**src/rtl/ps2_host_cmd.sv**
```systemverilog
// PS/2 host command transmitter: inhibits the clock, sends a command byte (and optional
// argument byte), then waits for the device 0xFA acknowledge. Option macro: PS2_TX_RESEND_EN.
module ps2_host_cmd #(
    parameter int unsigned CLK_INHIBIT = 10000,
    parameter int unsigned FRAME_TMO   = 200000,
    parameter int unsigned ACK_TMO     = 2000000,
    parameter int unsigned MAX_RETRY   = 3
) (
    input  logic       clk,
    input  logic       rst,
    input  logic       ps2ck,
    input  logic       ps2d,
    output logic       ps2ck_oe,
    output logic       ps2d_oe,
    input  logic       req,
    input  logic [7:0] cmd,
    input  logic [7:0] arg,
    input  logic       has_arg,
    input  logic       rx_valid,
    input  logic [7:0] rx_byte,
    output logic       busy,
    output logic       done,
    output logic       err,
    output logic [1:0] err_code
);

    typedef enum logic [7:0] {
        StIdle    = 8'b0000_0001,
        StInhibit = 8'b0000_0010,
        StStart   = 8'b0000_0100,
        StBits    = 8'b0000_1000,
        StLack    = 8'b0001_0000,
        StWaitAck = 8'b0010_0000,
        StDone    = 8'b0100_0000,
        StErr     = 8'b1000_0000
    } state_e;

    localparam logic [7:0] RespAck    = 8'hFA;
    localparam logic [7:0] RespResend = 8'hFE;

    state_e      state_q, state_d;
    logic        ck_r1_q, ck_r2_q;
    logic [7:0]  cmd_q, cmd_d;
    logic [7:0]  arg_q, arg_d;
    logic        has_arg_q, has_arg_d;
    logic        cur_arg_q, cur_arg_d;
    logic [3:0]  bit_cnt_q, bit_cnt_d;
    logic        tx_oe_q, tx_oe_d;
    logic [31:0] timer_q, timer_d;
    logic [1:0]  err_code_q, err_code_d;
    logic        fall;
    logic [7:0]  cur_byte;

`ifdef PS2_TX_RESEND_EN
    localparam int unsigned RetryW = (MAX_RETRY < 1) ? 1 : $clog2(MAX_RETRY + 1);
    logic [RetryW-1:0] retry_q, retry_d;
`endif

    assign fall     = ~ck_r1_q & ck_r2_q;
    assign cur_byte = cur_arg_q ? arg_q : cmd_q;
    assign err_code = err_code_q;

    always_ff @(posedge clk) begin
        if (!rst) begin
            state_q    <= StIdle;
            ck_r1_q    <= 1'b1;
            ck_r2_q    <= 1'b1;
            cmd_q      <= 8'h00;
            arg_q      <= 8'h00;
            has_arg_q  <= 1'b0;
            cur_arg_q  <= 1'b0;
            bit_cnt_q  <= 4'd0;
            tx_oe_q    <= 1'b0;
            timer_q    <= 32'd0;
            err_code_q <= 2'd0;
        end else begin
            state_q    <= state_d;
            ck_r1_q    <= ps2ck;
            ck_r2_q    <= ck_r1_q;
            cmd_q      <= cmd_d;
            arg_q      <= arg_d;
            has_arg_q  <= has_arg_d;
            cur_arg_q  <= cur_arg_d;
            bit_cnt_q  <= bit_cnt_d;
            tx_oe_q    <= tx_oe_d;
            timer_q    <= timer_d;
            err_code_q <= err_code_d;
        end
    end

`ifdef PS2_TX_RESEND_EN
    always_ff @(posedge clk) begin
        if (!rst) begin
            retry_q <= '0;
        end else begin
            retry_q <= retry_d;
        end
    end
`endif

    always_comb begin
        state_d    = state_q;
        cmd_d      = cmd_q;
        arg_d      = arg_q;
        has_arg_d  = has_arg_q;
        cur_arg_d  = cur_arg_q;
        bit_cnt_d  = bit_cnt_q;
        tx_oe_d    = tx_oe_q;
        timer_d    = timer_q;
        err_code_d = err_code_q;
`ifdef PS2_TX_RESEND_EN
        retry_d    = retry_q;
`endif
        unique case (state_q)
            StIdle: begin
                if (req) begin
                    cmd_d      = cmd;
                    arg_d      = arg;
                    has_arg_d  = has_arg;
                    cur_arg_d  = 1'b0;
                    err_code_d = 2'd0;
                    timer_d    = 32'd0;
`ifdef PS2_TX_RESEND_EN
                    retry_d    = '0;
`endif
                    state_d    = StInhibit;
                end
            end
            StInhibit: begin
                if (timer_q >= CLK_INHIBIT - 1) begin
                    timer_d = 32'd0;
                    state_d = StStart;
                end else begin
                    timer_d = timer_q + 32'd1;
                end
            end
            StStart: begin
                // Keep the start bit on the data line once the clock is released.
                tx_oe_d   = 1'b1;
                bit_cnt_d = 4'd0;
                timer_d   = 32'd0;
                state_d   = StBits;
            end
            StBits: begin
                if (timer_q >= FRAME_TMO - 1) begin
                    tx_oe_d    = 1'b0;
                    err_code_d = 2'd2;
                    state_d    = StErr;
                end else begin
                    timer_d = timer_q + 32'd1;
                    if (fall) begin
                        bit_cnt_d = bit_cnt_q + 4'd1;
                        if (bit_cnt_q < 4'd8) begin
                            tx_oe_d = ~cur_byte[bit_cnt_q[2:0]];
                        end else if (bit_cnt_q == 4'd8) begin
                            // Odd parity bit is ~^byte; the line driver is its complement.
                            tx_oe_d = ^cur_byte;
                        end else begin
                            tx_oe_d = 1'b0;
                            state_d = StLack;
                        end
                    end
                end
            end
            StLack: begin
                if (timer_q >= FRAME_TMO - 1) begin
                    err_code_d = 2'd2;
                    state_d    = StErr;
                end else begin
                    timer_d = timer_q + 32'd1;
                    if (fall) begin
                        bit_cnt_d = bit_cnt_q + 4'd1;
                        timer_d   = 32'd0;
                        if (!ps2d) begin
                            state_d = StWaitAck;
                        end else begin
                            err_code_d = 2'd1;
                            state_d    = StErr;
                        end
                    end
                end
            end
            StWaitAck: begin
                if (rx_valid) begin
                    timer_d = 32'd0;
                    if (rx_byte == RespAck) begin
                        if (!cur_arg_q && has_arg_q) begin
                            cur_arg_d = 1'b1;
`ifdef PS2_TX_RESEND_EN
                            retry_d   = '0;
`endif
                            state_d   = StInhibit;
                        end else begin
                            state_d = StDone;
                        end
                    end else if (rx_byte == RespResend) begin
`ifdef PS2_TX_RESEND_EN
                        if (retry_q < RetryW'(MAX_RETRY)) begin
                            retry_d = retry_q + 1'b1;
                            state_d = StInhibit;
                        end else begin
                            err_code_d = 2'd3;
                            state_d    = StErr;
                        end
`else
                        err_code_d = 2'd3;
                        state_d    = StErr;
`endif
                    end else begin
                        err_code_d = 2'd3;
                        state_d    = StErr;
                    end
                end else if (timer_q >= ACK_TMO - 1) begin
                    err_code_d = 2'd2;
                    state_d    = StErr;
                end else begin
                    timer_d = timer_q + 32'd1;
                end
            end
            StDone, StErr: begin
                timer_d   = 32'd0;
                bit_cnt_d = 4'd0;
                tx_oe_d   = 1'b0;
                state_d   = StIdle;
            end
            default: begin
                state_d = StIdle;
            end
        endcase
    end

    always_comb begin
        ps2ck_oe = (state_q == StInhibit) || (state_q == StStart);
        ps2d_oe  = (state_q == StStart) || ((state_q == StBits) && tx_oe_q);
        busy     = !((state_q == StIdle) || (state_q == StDone) || (state_q == StErr));
        done     = (state_q == StDone);
        err      = (state_q == StErr);
    end

endmodule

```
**config.mk**
```make
export PLATFORM = sky130hd
export DESIGN_NAME = ps2_host_cmd
export DESIGN_NICKNAME = d
export VERILOG_FILES = /design/src/rtl/ps2_host_cmd.sv
export SDC_FILE = /design/constraint.sdc
export NUM_CORES = 1
export LEC_CHECK = 0
export CAP_MARGIN = 0
export CORE_UTILIZATION = 51
export DETAILED_ROUTE_END_ITERATION = 16
export PLACE_DENSITY = 0.84
export SYNTH_ARGS = -nofsm -noshare
export SYNTH_HDL_FRONTEND = slang
export SYNTH_SLANG_ARGS = --single-unit
```
**constraint.sdc**
```tcl
create_clock -name clk -period 2.8 [get_ports clk]
set_input_delay 0.84 -clock clk [delete_from_list [all_inputs] [get_ports clk]]
set_output_delay 0.84 -clock clk [all_outputs]
set_load 0.05 [all_outputs]
```
======== Word-level counts from Yosys, hierarchy flattened ========
Index checks and enable logic that the tools add are counted.
storage, ports and cells
  bits in read-only memories .............. 0
  RAM bits ................................ 0
  bits of input ports ..................... 31
  output and inout port bits .............. 7
  memories kept ........................... 0
  bits in registers ....................... 67
  bits in latches ......................... 0
operators by class
  $add $sub $neg .......................... 2
  shift-type cells ........................ 0
  bitwise operators ....................... 3
  multipliers ............................. 0
  $lt $le $gt $ge ......................... 5
  multiplexer cells ....................... 47
  eq/ne operators ......................... 28
  div/mod/pow operators ................... 0
  reduce and logical (&&, ||, !) cells .... 24
operator list
  operator                                                             number
  2-to-1 mux 32 bit                                                    7
  one-hot mux 32 bit (6 select lines)                                  1
  2-to-1 mux 8 bit                                                     13
  one-hot mux 8 bit (6 select lines)                                   1
  adder 32 x 1 -> 32 bit, second input constant                        1
  greater-or-equal comparator 32 x 14 -> 1 bit, second input constant  1
  greater-or-equal comparator 32 x 18 -> 1 bit, second input constant  1
  greater-or-equal comparator 32 x 21 -> 1 bit, second input constant  1
  inequality test 3 bit, second input constant                         8
  inequality test 2 bit, second input constant                         9
  == test 8 bit, second input constant                                 2
  2-to-1 mux 2 bit                                                     8
  AND reduction 7 bit                                                  2
  AND reduction 5 bit                                                  2
  2-to-1 mux 1 bit                                                     9
  == test 8 x 1 -> 1 bit, second input constant                        1
  == test 8 x 2 -> 1 bit, second input constant                        1
  == test 8 x 3 -> 1 bit, second input constant                        1
  == test 8 x 4 -> 1 bit, second input constant                        1
  == test 8 x 5 -> 1 bit, second input constant                        1
  == test 8 x 6 -> 1 bit, second input constant                        1
  == test 8 x 7 -> 1 bit, second input constant                        1
  2-to-1 mux 4 bit                                                     2
  one-hot mux 2 bit (4 select lines)                                   1
  24 further kinds                                                     33

======== Longest topological paths before layout ========
Gate-level depths: netlist of the first run.
  word-level depth ........................ 8
  depth in mapped cells ................... 10

======== Worst setup path after synthesis of the first run ========
Ideal clock, no wire load.
  path kind ............................... reg2out
  start ................................... register state_q[1]
  end ..................................... output port ps2d_oe
  path slack .............................. -0.235 ns
  cell stages (with the launch flop) ...... 4
  required time ........................... 1.960 ns
  buffers on the path ..................... 0
  arrival time ............................ 2.195 ns
  path through ............................ dfxtp_1 nor4_2 nand4b_1 o21ai_0
on the way
  word-level cells in the longest chain between the ends .. 3
  elaborated cells on any way between the ends .. 4
  classes of those cells .................. eq/ne: 2; reduce/logical: 2
ends and longest elaborated chain
  element                 RTL line  RTL
  from (decl)             41        state_e state_q, state_d;
  from (signal assigned)  65        state_q <= StIdle;
  from (signal assigned)  77        state_q <= state_d;
  == test 8 x 4 -> 1 bit  234       ps2d_oe = (state_q == StStart) || ((state_q == StBits) && tx_oe_q);
  logical AND 1 bit       234
  logical OR 1 bit (*)    234
  to (decl)               14        output logic ps2d_oe,
Mark *: on every way between the ends. The rest lies on a longest branch, timed or not.

======== Worst setup path in the final report of the first run ========
  start ................................... register timer_q[0]
  end ..................................... register timer_q[3]
on the way
  word-level cells in the longest chain between the ends .. 4
  elaborated cells on any way between the ends .. 15
  classes of those cells .................. add/sub: 1; order compare: 3; eq/ne: 3; mux: 7; reduce/logical: 1
ends and longest elaborated chain
  element                               RTL line  RTL
  from (decl)                           49        logic [31:0] timer_q, timer_d;
  from (signal assigned)                86        timer_q <= timer_d;
  adder 32 x 1 -> 32 bit                n/a
  2-to-1 mux 32 bit (on tied branches)  213, 171
  2-to-1 mux 32 bit (on tied branches)  184, 166
  one-hot mux 32 bit (6 select lines)   114       unique case (state_q)
Several ways; a longest one is shown, not always the timed one. The select of a mux whose other input is x is not followed.
A chain may end at the register's enable or synchronous reset.

==> results of run 1 <==
-- stage by stage --
stage | cell area, µm² | hold WS [ns] | total power [W]
finish | 4660 | 0.454 | 0.00238
global route | 4660 | 0.474 | 0.00245
CTS | 4600 | 0.456 | 0.00237
detailed placement | 4360 | 0.440 | 0.00146
global placement | 4360 | 0.429 | 0.00144
floorplan | 3660 | 0.412 | 0.00130
-- power by group --
part,switching (W),internal [W]
clock,0.000397,0.000527
combinational,0.000230,0.000202
sequential,0.0000354,0.000988
total,0.000662,0.00172
-- worst paths after layout --
path,startpoint,to,slack [ns],cells after the start
hold reg to reg,err_code[1],err_code[1],0.45,2
hold / removal,err_code[1],err_code[1],0.45,2
setup reg to reg,timer_q[0],timer_q[3],0.03,7
setup / recovery,timer_q[0],timer_q[3],0.03,7
-- worst max-delay path, cell delays in order (launching register included) --
cell,delay [ns]
dfxtp_1,0.31
ha_1,0.28
a311oi_1,0.46
nor3_1,0.17
o21a_4,0.25
or4_4,0.61
or4b_1,0.48
a21oi_1,0.14
-- routing by layer --
metal / wire length [µm] / vias up
met3: 510 / 24
met4: 218 / 0
met1: 4240 / 1688
li1: - / 1710
met2: 4480 / 128
met5: 0 / -
-- registers in the layout, summed over array words and instances, names as in the netlist, 2 cells and up --
name / count
arg_q: 8
bit_cnt_q: 4
state_q: 8
cmd_q: 8
err_code: 2
timer_q: 32
-- cell usage after synthesis, types with 2 or more instances --
cell       count  area, µm²
o21ai_0        8       40.0
mux2i_1       22        220
buf_6          2       22.5
nor4_4         2       42.5
a21oi_1       29        145
nor3b_1        2       15.0
and3_1        10       62.6
nor4b_1        2       17.5
xnor2_1       14        123
o2111ai_1      2       17.5
ha_1           3       37.5
nor2_1        62        233
inv_1         12       45.0
nor4_2         4       50.1
nand4b_1       7       61.3
mux4_2         5        113
nand3b_1       2       15.0
nor2b_1        8       50.1
o21ai_1       13       65.1
dfxtp_1       67       1340
nand2b_1       3       18.8
a41oi_1        3       26.3
nor3_1         7       35.0
o211a_1        2       20.0
o221ai_1       2       17.5
nor4_1        13       81.3
clkbuf_1      13       48.8
or4_1          3       22.5
and4b_1        2       20.0
nand4_1        5       31.3
a31oi_1        8       50.1
nand3_1       13       65.1
xor2_1         9       78.8
or3_1         11       68.8
and2_1         2       12.5
o31ai_1        3       22.5
nand2_1       27        101
or3b_1         4       35.0
-- repair_timing --
item,CTS,global route
pin swaps,0,3
buffers inserted,0,1
gates resized for setup,2,11
endpoints found under the setup margin,2,16
hold buffers,0,0
-- kinds of logic after synthesis --
family	count (synthesis)	synth area share
AND/OR/NAND/NOR	196	0.302
adder cells (fa/ha/maj)	3	0.0103
AO/OA/AOI/OAI	82	0.140
flip-flops	67	0.366
multiplexers	27	0.0909
buffers and inverters	29	0.0352
XOR/XNOR	23	0.0550
-- area by class of cell --
cell class / count / area (µm²) / area share
Sequential cell: 67 / 1340 / 0.288
Tap cell: 96 / 120 / 0.0258
Multi-Input combinational cell: 331 / 2260 / 0.484
Clock buffer: 10 / 138 / 0.0295
Inverter: 12 / 45.0 / 0.00967
Clock inverter: 6 / 87.6 / 0.0188
Timing Repair Buffer: 72 / 671 / 0.144
==> results.sh, run 1 <==
export IMPL_syn_to_final_growth_pct=27.3
export IMPL_antenna_left=0
export IMPL_routabilityCongestion=0.874
export IMPL_tns_ns=0
export IMPL_synthFlopType="dfxtp_1"
export IMPL_criticalPathCategory="flip-flop to flip-flop"
export IMPL_synth_edf_count=0
export IMPL_grt_util_met3=0.0619
export IMPL_fin_crit_ns=2.77
export IMPL_grt_first_pass_wirelength_mm=15.3
export IMPL_n_fill_cell=528
export IMPL_port_buffer_count=37
export IMPL_num_io_pins=38
export IMPL_clkSlewWorstSetupHoldPaths_ns=0.07
export IMPL_first_pass_iters=5
export IMPL_post_dp_hpwl_mm=6.59
export IMPL_finalCritPeriodShare=0.988
export IMPL_synth_seq_area_share=0.366
export IMPL_post_route_util=0.678
export IMPL_grt_max_degree=32
export IMPL_leakagePower_nw=1.80
export IMPL_drt_initial_drc_count=239
export IMPL_syn_num_nets=461
export IMPL_synth_area_um2=3660
export IMPL_gr_usage_met1=0.344
export IMPL_cts_made_buffers=9
export IMPL_num_nets_final=527
export IMPL_synth_cell_types=59
export IMPL_grt_busiest_layer="met2"
export IMPL_cellPowerDensity_nw_per_um2=511
export IMPL_drcViolationCount=0
export IMPL_yosys_register_bits=67
export IMPL_cts_path_max_buffers=2
export IMPL_tightestPinTransition_ns=0.606
export IMPL_vias_per_cell=5.98
export IMPL_start_util=0.533
export IMPL_layout_drive_gt1_share=0.169
export IMPL_finalHoldViolCount=0
export IMPL_slew_headroom=0.592
export IMPL_clock_root_buffer="clkbuf_8"
export IMPL_fp_dieW_um=86.7
export IMPL_fmax_mhz=361
export IMPL_synthArstFlopShare=0
export IMPL_rsz0062_at_grt="true"
export IMPL_drv_cap=0
export IMPL_grt_use_total=0.261
export IMPL_grt_overflow_total=0
export IMPL_wire_per_inst_um=15.9
export IMPL_grtUsageMet2=0.421
export IMPL_final_common_cell="dfxtp_1"
export IMPL_die_area_um2=7520
export IMPL_std_cell_rows=30
export IMPL_setup_violations=0
export IMPL_clock_latency_ns=0.36
export IMPL_die_h_um=86.7
export IMPL_hold_class="flip-flop to flip-flop"
export IMPL_dp_cells=577
export IMPL_postSynthAreaPerCell_um2=8.57
export IMPL_antenna_found_initial=0
export IMPL_cp_required_ns=3.09
export IMPL_grt_pass1_vias=3161
export IMPL_start_kind="flip-flop"
export IMPL_cts_tree="yes"
export IMPL_pre_cts_slack_ns=-0.0566
export IMPL_diodes=0
export IMPL_vdd_drop_max_uv=272
export IMPL_finalNonFillerCells=594
export IMPL_critPathMaxFanout=11
export IMPL_vias=3550
export IMPL_yosysWarnings=0
export IMPL_critPathArrivalTime_ns=3.06
export IMPL_status="complete, no violations"
export IMPL_critPathCaptureType="flip-flop"
export IMPL_clock_sinks=67
export IMPL_drv_slew=0
export IMPL_setup_ws_ns=0.0333
export IMPL_fp_coreArea_um2=6870
export IMPL_htreeDepth=3
export IMPL_finClkSkew_ns=0.00963
export IMPL_synthCells=427
export IMPL_layout_common_cells="dfxtp_1, nor2_1, buf_4"
export IMPL_routed_wirelength_mm=9.45
Power figures use the tool's default switching activity.
==> run 2, diff against run 1 <==
CTS_BUF_LIST = sky130_fd_sc_hd__clkbuf_8 sky130_fd_sc_hd__clkbuf_16   (was unset)
HOLD_SLACK_MARGIN = 0.08   (was unset)
REMOVE_ABC_BUFFERS = 1   (was unset)
==> run 2 against run 1 <==
Against the previous run:
- fmax is 2.1% higher
- via count is 0.87% higher
- sequential share of layout area is 0.42 points lower
- largest power group unchanged
- highest routed layer unchanged
==> results.sh, run 2 (synthesis results as in run 1) <==
export IMPL_critPathArrivalTime_ns=1.87
export IMPL_rsz0062_at_grt="false"
export IMPL_syn_to_final_growth_pct=29.3
export IMPL_regMostFlops="timer_q"
export IMPL_clock_sinks=67
export IMPL_layout_common_cells="dfxtp_1, nor2_1, buf_4"
export IMPL_fp_coreArea_um2=6870
export IMPL_grt_busiest_layer="met2"
export IMPL_grt_first_pass_wirelength_mm=15.6
export IMPL_switching_share=0.273
export IMPL_clkPwrFrac=0.376
export IMPL_leakagePower_nw=1.84
export IMPL_vdd_drop_max_uv=294
export IMPL_grt_pass1_vias=3463
export IMPL_drt_initial_drc_count=286
export IMPL_fmax_mhz=369
export IMPL_gr_usage_met1=0.331
export IMPL_rr_worst_depth=8
export IMPL_tightestPinTransition_ns=0.523
export IMPL_criticalPathCategory="flip-flop to primary output"
export IMPL_post_cts_buffers=0
export IMPL_diodes=0
export IMPL_combPwrFrac=0.196
export IMPL_post_dp_hpwl_mm=6.98
export IMPL_post_route_util=0.689
export IMPL_clock_latency_ns=0.35
export IMPL_largest_reg_flops=32
export IMPL_hold_depth=2
export IMPL_critPathMaxFanout=5
export IMPL_finalHoldViolCount=0
export IMPL_tns_ns=0
export IMPL_grt_use_total=0.265
export IMPL_first_pass_iters=5
export IMPL_cts_made_buffers=9
export IMPL_drcViolationCount=0
export IMPL_routabilityCongestion=0.939
export IMPL_slew_headroom=0.642
export IMPL_antenna_left=0
export IMPL_critPathCaptureType="primary output"
export IMPL_grtUsageMet2=0.451
export IMPL_hold_class="flip-flop to flip-flop"
export IMPL_p_int_w=0.00173
export IMPL_fp_dieW_um=86.7
export IMPL_holdBufCountCts=0
export IMPL_setup_violations=0
export IMPL_hold_slack_ns=0.451
export IMPL_cts_tree="yes"
export IMPL_pre_cts_slack_ns=-0.109
export IMPL_die_h_um=86.7
export IMPL_p_sw_w=0.000648
export IMPL_status="complete, no violations"
export IMPL_cellPowerDensity_nw_per_um2=502
export IMPL_num_nets_final=534
export IMPL_die_area_um2=7520
export IMPL_finalPower_w=0.00238
export IMPL_wire_per_inst_um=15.8
export IMPL_grt_util_met3=0.0457
export IMPL_power_frac_seq=0.428
export IMPL_start_util=0.533
export IMPL_cts_path_max_buffers=2
export IMPL_finClkSkew_ns=0.00948
export IMPL_cp_required_ns=1.96
export IMPL_drv_cap=0
export IMPL_final_common_cell="dfxtp_1"
export IMPL_num_io_pins=38
export IMPL_std_cell_rows=30
export IMPL_grt_overflow_total=0
export IMPL_routed_wirelength_mm=9.51
export IMPL_antenna_found_initial=0
export IMPL_port_buffer_count=37
export IMPL_vias_per_cell=5.96
export IMPL_layout_drive_gt1_share=0.178
export IMPL_fin_crit_ns=2.71
export IMPL_setup_ws_ns=0.0907
export IMPL_htreeDepth=3
export IMPL_start_kind="flip-flop"
export IMPL_grt_max_degree=20
export IMPL_clock_root_buffer="clkbuf_8"
export IMPL_finalCritPeriodShare=0.968
export IMPL_drv_slew=0
export IMPL_clkSlewWorstSetupHoldPaths_ns=0.08
export IMPL_vias=3581
==> run 2: changes by cell type in the layout (fill, tap and decap cells not counted), sizes merged <==
cell	change
buf	+7
clkinv	-1
inv	+1
==> run 2: timing repair <==
item                       in CTS  in global routing
setup endpoints to repair      13                  9
gates resized for setup         5                 11
pin swaps                       1                  5
==> run 2: final cells by class <==
class | instances | area (µm²)
clock buffer | 10 | 138
clock inverter | 6 | 81.3
fill | 526 | 2140
inverter | 12 | 45.0
multi-input combinational | 331 | 2270
sequential | 67 | 1340
tap | 96 | 120
timing repair buffer | 79 | 736
==> run 2: power by group through the flow <==
stage / Clock (W) / Sequential (W) / Combinational (W)
detailed placement: 0 / 0.00104 / 0.000455
global placement: 0 / 0.00103 / 0.000439
finish: 0.000893 / 0.00102 / 0.000466
floorplan: 0 / 0.00104 / 0.000249
global route: 0.000936 / 0.00102 / 0.000501
CTS: 0.000905 / 0.00102 / 0.000463
==> run 2: stage by stage <==
stage | instance area [µm²] | cells
6_report | 4730 | 601
5_1_grt | 4730 | 601
4_1_cts | 4670 | 601
3_5_place_dp | 4430 | 585
3_3_place_gp | 4430 | 585
2_1_floorplan | 3580 | 410
==> run 2: per-layer routing <==
layer  part of all wire  vias up
met1               0.43     1701
met4              0.017        0
met5                  0        -
met2               0.49      139
li1                   -     1720
met3              0.060       21
==> run 2: path summary, 6_finish.rpt <==
kind                    start           to  slack (ns)
setup / recovery   state_q[1]         busy        0.09
hold / removal    err_code[1]  err_code[1]        0.45
hold reg to reg   err_code[1]  err_code[1]        0.45
setup reg to reg  timer_q[13]   timer_q[3]        0.10
==> run 2: worst max-delay path: stages (launching register included) <==
cell and delay [ns]:
dfxtp_1 0.36, nor4_4 0.38, nand2_1 0.17, nor2_1 0.19
buf_4 0.16, a31oi_1 0.04, buf_4 0.21
==> run 3, diff against run 2 <==
CORE_UTILIZATION = 45   (was 51)
PLACE_DENSITY = 0.68   (was 0.84)
SLEW_MARGIN = 20   (was unset)
==> run 3 against run 2 <==
Against the previous run:
- final cell count grew 2.3%
- critical path type unchanged
- cell area grew 1.8%
- sequential cell count is the same
- sequential power is essentially flat
- clock-buffer cell count is the same
- combinational power is essentially flat
- global-route usage shrank 2.9 points
- non-clock buffer count grew 8
- worst hold slack is essentially flat
- via count shrank 1.1%
==> results.sh, run 3 (synthesis results as in run 1) <==
export IMPL_critPathArrivalTime_ns=1.92
export IMPL_clock_sinks=67
export IMPL_wire_per_inst_um=15.9
export IMPL_fin_crit_ns=2.76
export IMPL_syn_to_final_growth_pct=31.6
export IMPL_finalCritPeriodShare=0.984
export IMPL_holdBufCountCts=0
export IMPL_criticalPathCategory="flip-flop to primary output"
export IMPL_rr_endpoint="timer_q[3]"
export IMPL_first_pass_iters=5
export IMPL_finalNonFillerCells=615
export IMPL_n_fill_cell=680
export IMPL_grt_overflow_total=0
export IMPL_final_area_um2=4820
export IMPL_port_buffer_count=37
export IMPL_vias_per_cell=5.76
export IMPL_min_delay_worst_endpoint="err_code[1]"
export IMPL_finalPower_w=0.00233
export IMPL_cts_tree="yes"
export IMPL_routed_wirelength_mm=9.75
export IMPL_fp_dieW_um=92.2
export IMPL_dp_cells=592
export IMPL_layout_drive_gt1_share=0.203
export IMPL_critPathMaxFanout=5
export IMPL_layout_common_cells="dfxtp_1, nor2_1, buf_4"
export IMPL_finClkSkew_ns=0.0101
export IMPL_dpl_cell_area_um2=4440
export IMPL_final_common_cell="dfxtp_1"
export IMPL_grt_first_pass_wirelength_mm=15.9
export IMPL_antenna_left=0
export IMPL_num_io_pins=38
export IMPL_grt_use_total=0.235
export IMPL_regMostFlops="timer_q"
export IMPL_clock_root_buffer="clkbuf_8"
export IMPL_post_dp_hpwl_mm=7.08
export IMPL_clock_latency_ns=0.35
export IMPL_fmax_mhz=363
export IMPL_fp_coreArea_um2=7810
export IMPL_hold_depth=2
export IMPL_die_area_um2=8500
export IMPL_drt_initial_drc_count=191
export IMPL_cts_made_buffers=9
export IMPL_setup_violations=0
export IMPL_drv_slew=0
export IMPL_cts_path_max_buffers=2
export IMPL_hold_slack_ns=0.451
export IMPL_tightestPinTransition_ns=0.511
export IMPL_status="complete, no violations"
export IMPL_rr_worst_depth=7
export IMPL_routabilityCongestion=0.880
export IMPL_cp_required_ns=1.96
export IMPL_leakagePower_nw=1.86
export IMPL_antenna_found_initial=0
export IMPL_vdd_drop_max_uv=336
export IMPL_grt_max_degree=32
export IMPL_r2r_start="timer_q[30]"
export IMPL_htreeDepth=3
export IMPL_diodes=0
export IMPL_grt_pass1_vias=3307
export IMPL_std_cell_rows=32
export IMPL_critPathCaptureType="primary output"
export IMPL_start_kind="flip-flop"
export IMPL_hold_class="flip-flop to flip-flop"
export IMPL_ff2ff_setup_slack_ns=0.06
export IMPL_finalHoldViolCount=0
export IMPL_rsz0062_at_grt="true"
export IMPL_start_util=0.469
export IMPL_largest_reg_flops=32
export IMPL_cellPowerDensity_nw_per_um2=484
export IMPL_clkSlewWorstSetupHoldPaths_ns=0.08
export IMPL_slew_headroom=0.651
export IMPL_vias=3541
export IMPL_num_nets_final=542
export IMPL_setup_ws_ns=0.0440
export IMPL_pre_cts_slack_ns=-0.0228
export IMPL_drv_cap=0
export IMPL_hold_start="err_code[1]"
export IMPL_drcViolationCount=0
export IMPL_die_h_um=92.2
[run 3: changes by cell type in the layout (fill, tap and decap cells not counted), sizes merged]
cell / before / now
clkinv: 2 / 0
clkinvlp: 0 / 2
buf: 47 / 55
inv: 14 / 15
bufinv: 2 / 1
[run 3: worst max-delay path by stage]
stage / startpoint / to / slack (ns) / depth (start not counted)
CTS: state_q[5] / ps2d_oe / 0.01 / 6
finish: state_q[0] / ps2d_oe / 0.04 / 5
floorplan: state_q[1] / ps2d_oe / -0.24 / 3
global placement: req / timer_q[3] / -0.03 / 6
global route: timer_q[14] / err_code[1] / -0.06 / 9
detailed placement: req / timer_q[5] / -0.02 / 7
[run 3: critical path, cell delays in order, from the launching register on]
cell      delay, ns
dfxtp_2        0.33
buf_6          0.12
nor4_4         0.36
nand4b_1       0.31
o21ai_2        0.28
buf_12         0.17
[run 3: power by group]
part           total (W)  internal, W  switching (W)
combinational   0.000465     0.000224       0.000240
sequential       0.00102     0.000988      0.0000284
clock           0.000851     0.000445       0.000406
total            0.00233      0.00166       0.000675
[run 3: area by class of cell]
type	instances	area, µm²	area share
clock buffers	10	138	0.0286
clock inverters	6	71.3	0.0148
repair buffers	87	787	0.163
inverters	12	45.0	0.00935
well taps	102	128	0.0265
flip-flops and latches	67	1340	0.279
multi-input cells	331	2310	0.479
[run 3: what timing repair did]
action,4_1_cts,5_1_grt
gates resized for setup,2,21
pin swaps,0,8
setup buffers,0,7
endpoints found under the setup margin,2,16
[run 3: through the flow]
stage | utilization | TNS [ns]
after global routing | 0.617 | -0.166
after global placement | 0.568 | -0.0355
final | 0.617 | 0
after detailed placement | 0.568 | -0.0556
after floorplan | - | -0.361
after CTS | 0.596 | 0
[run 3: layer usage]
layer / GRT usage / wire length, µm / vias up
met3: 0.0423 / 473 / 19
met4: 0.0807 / 205 / 0
met2: 0.377 / 4550 / 117
met1: 0.318 / 4520 / 1670
met5: 0 / 0 / -
li1: - / - / 1735
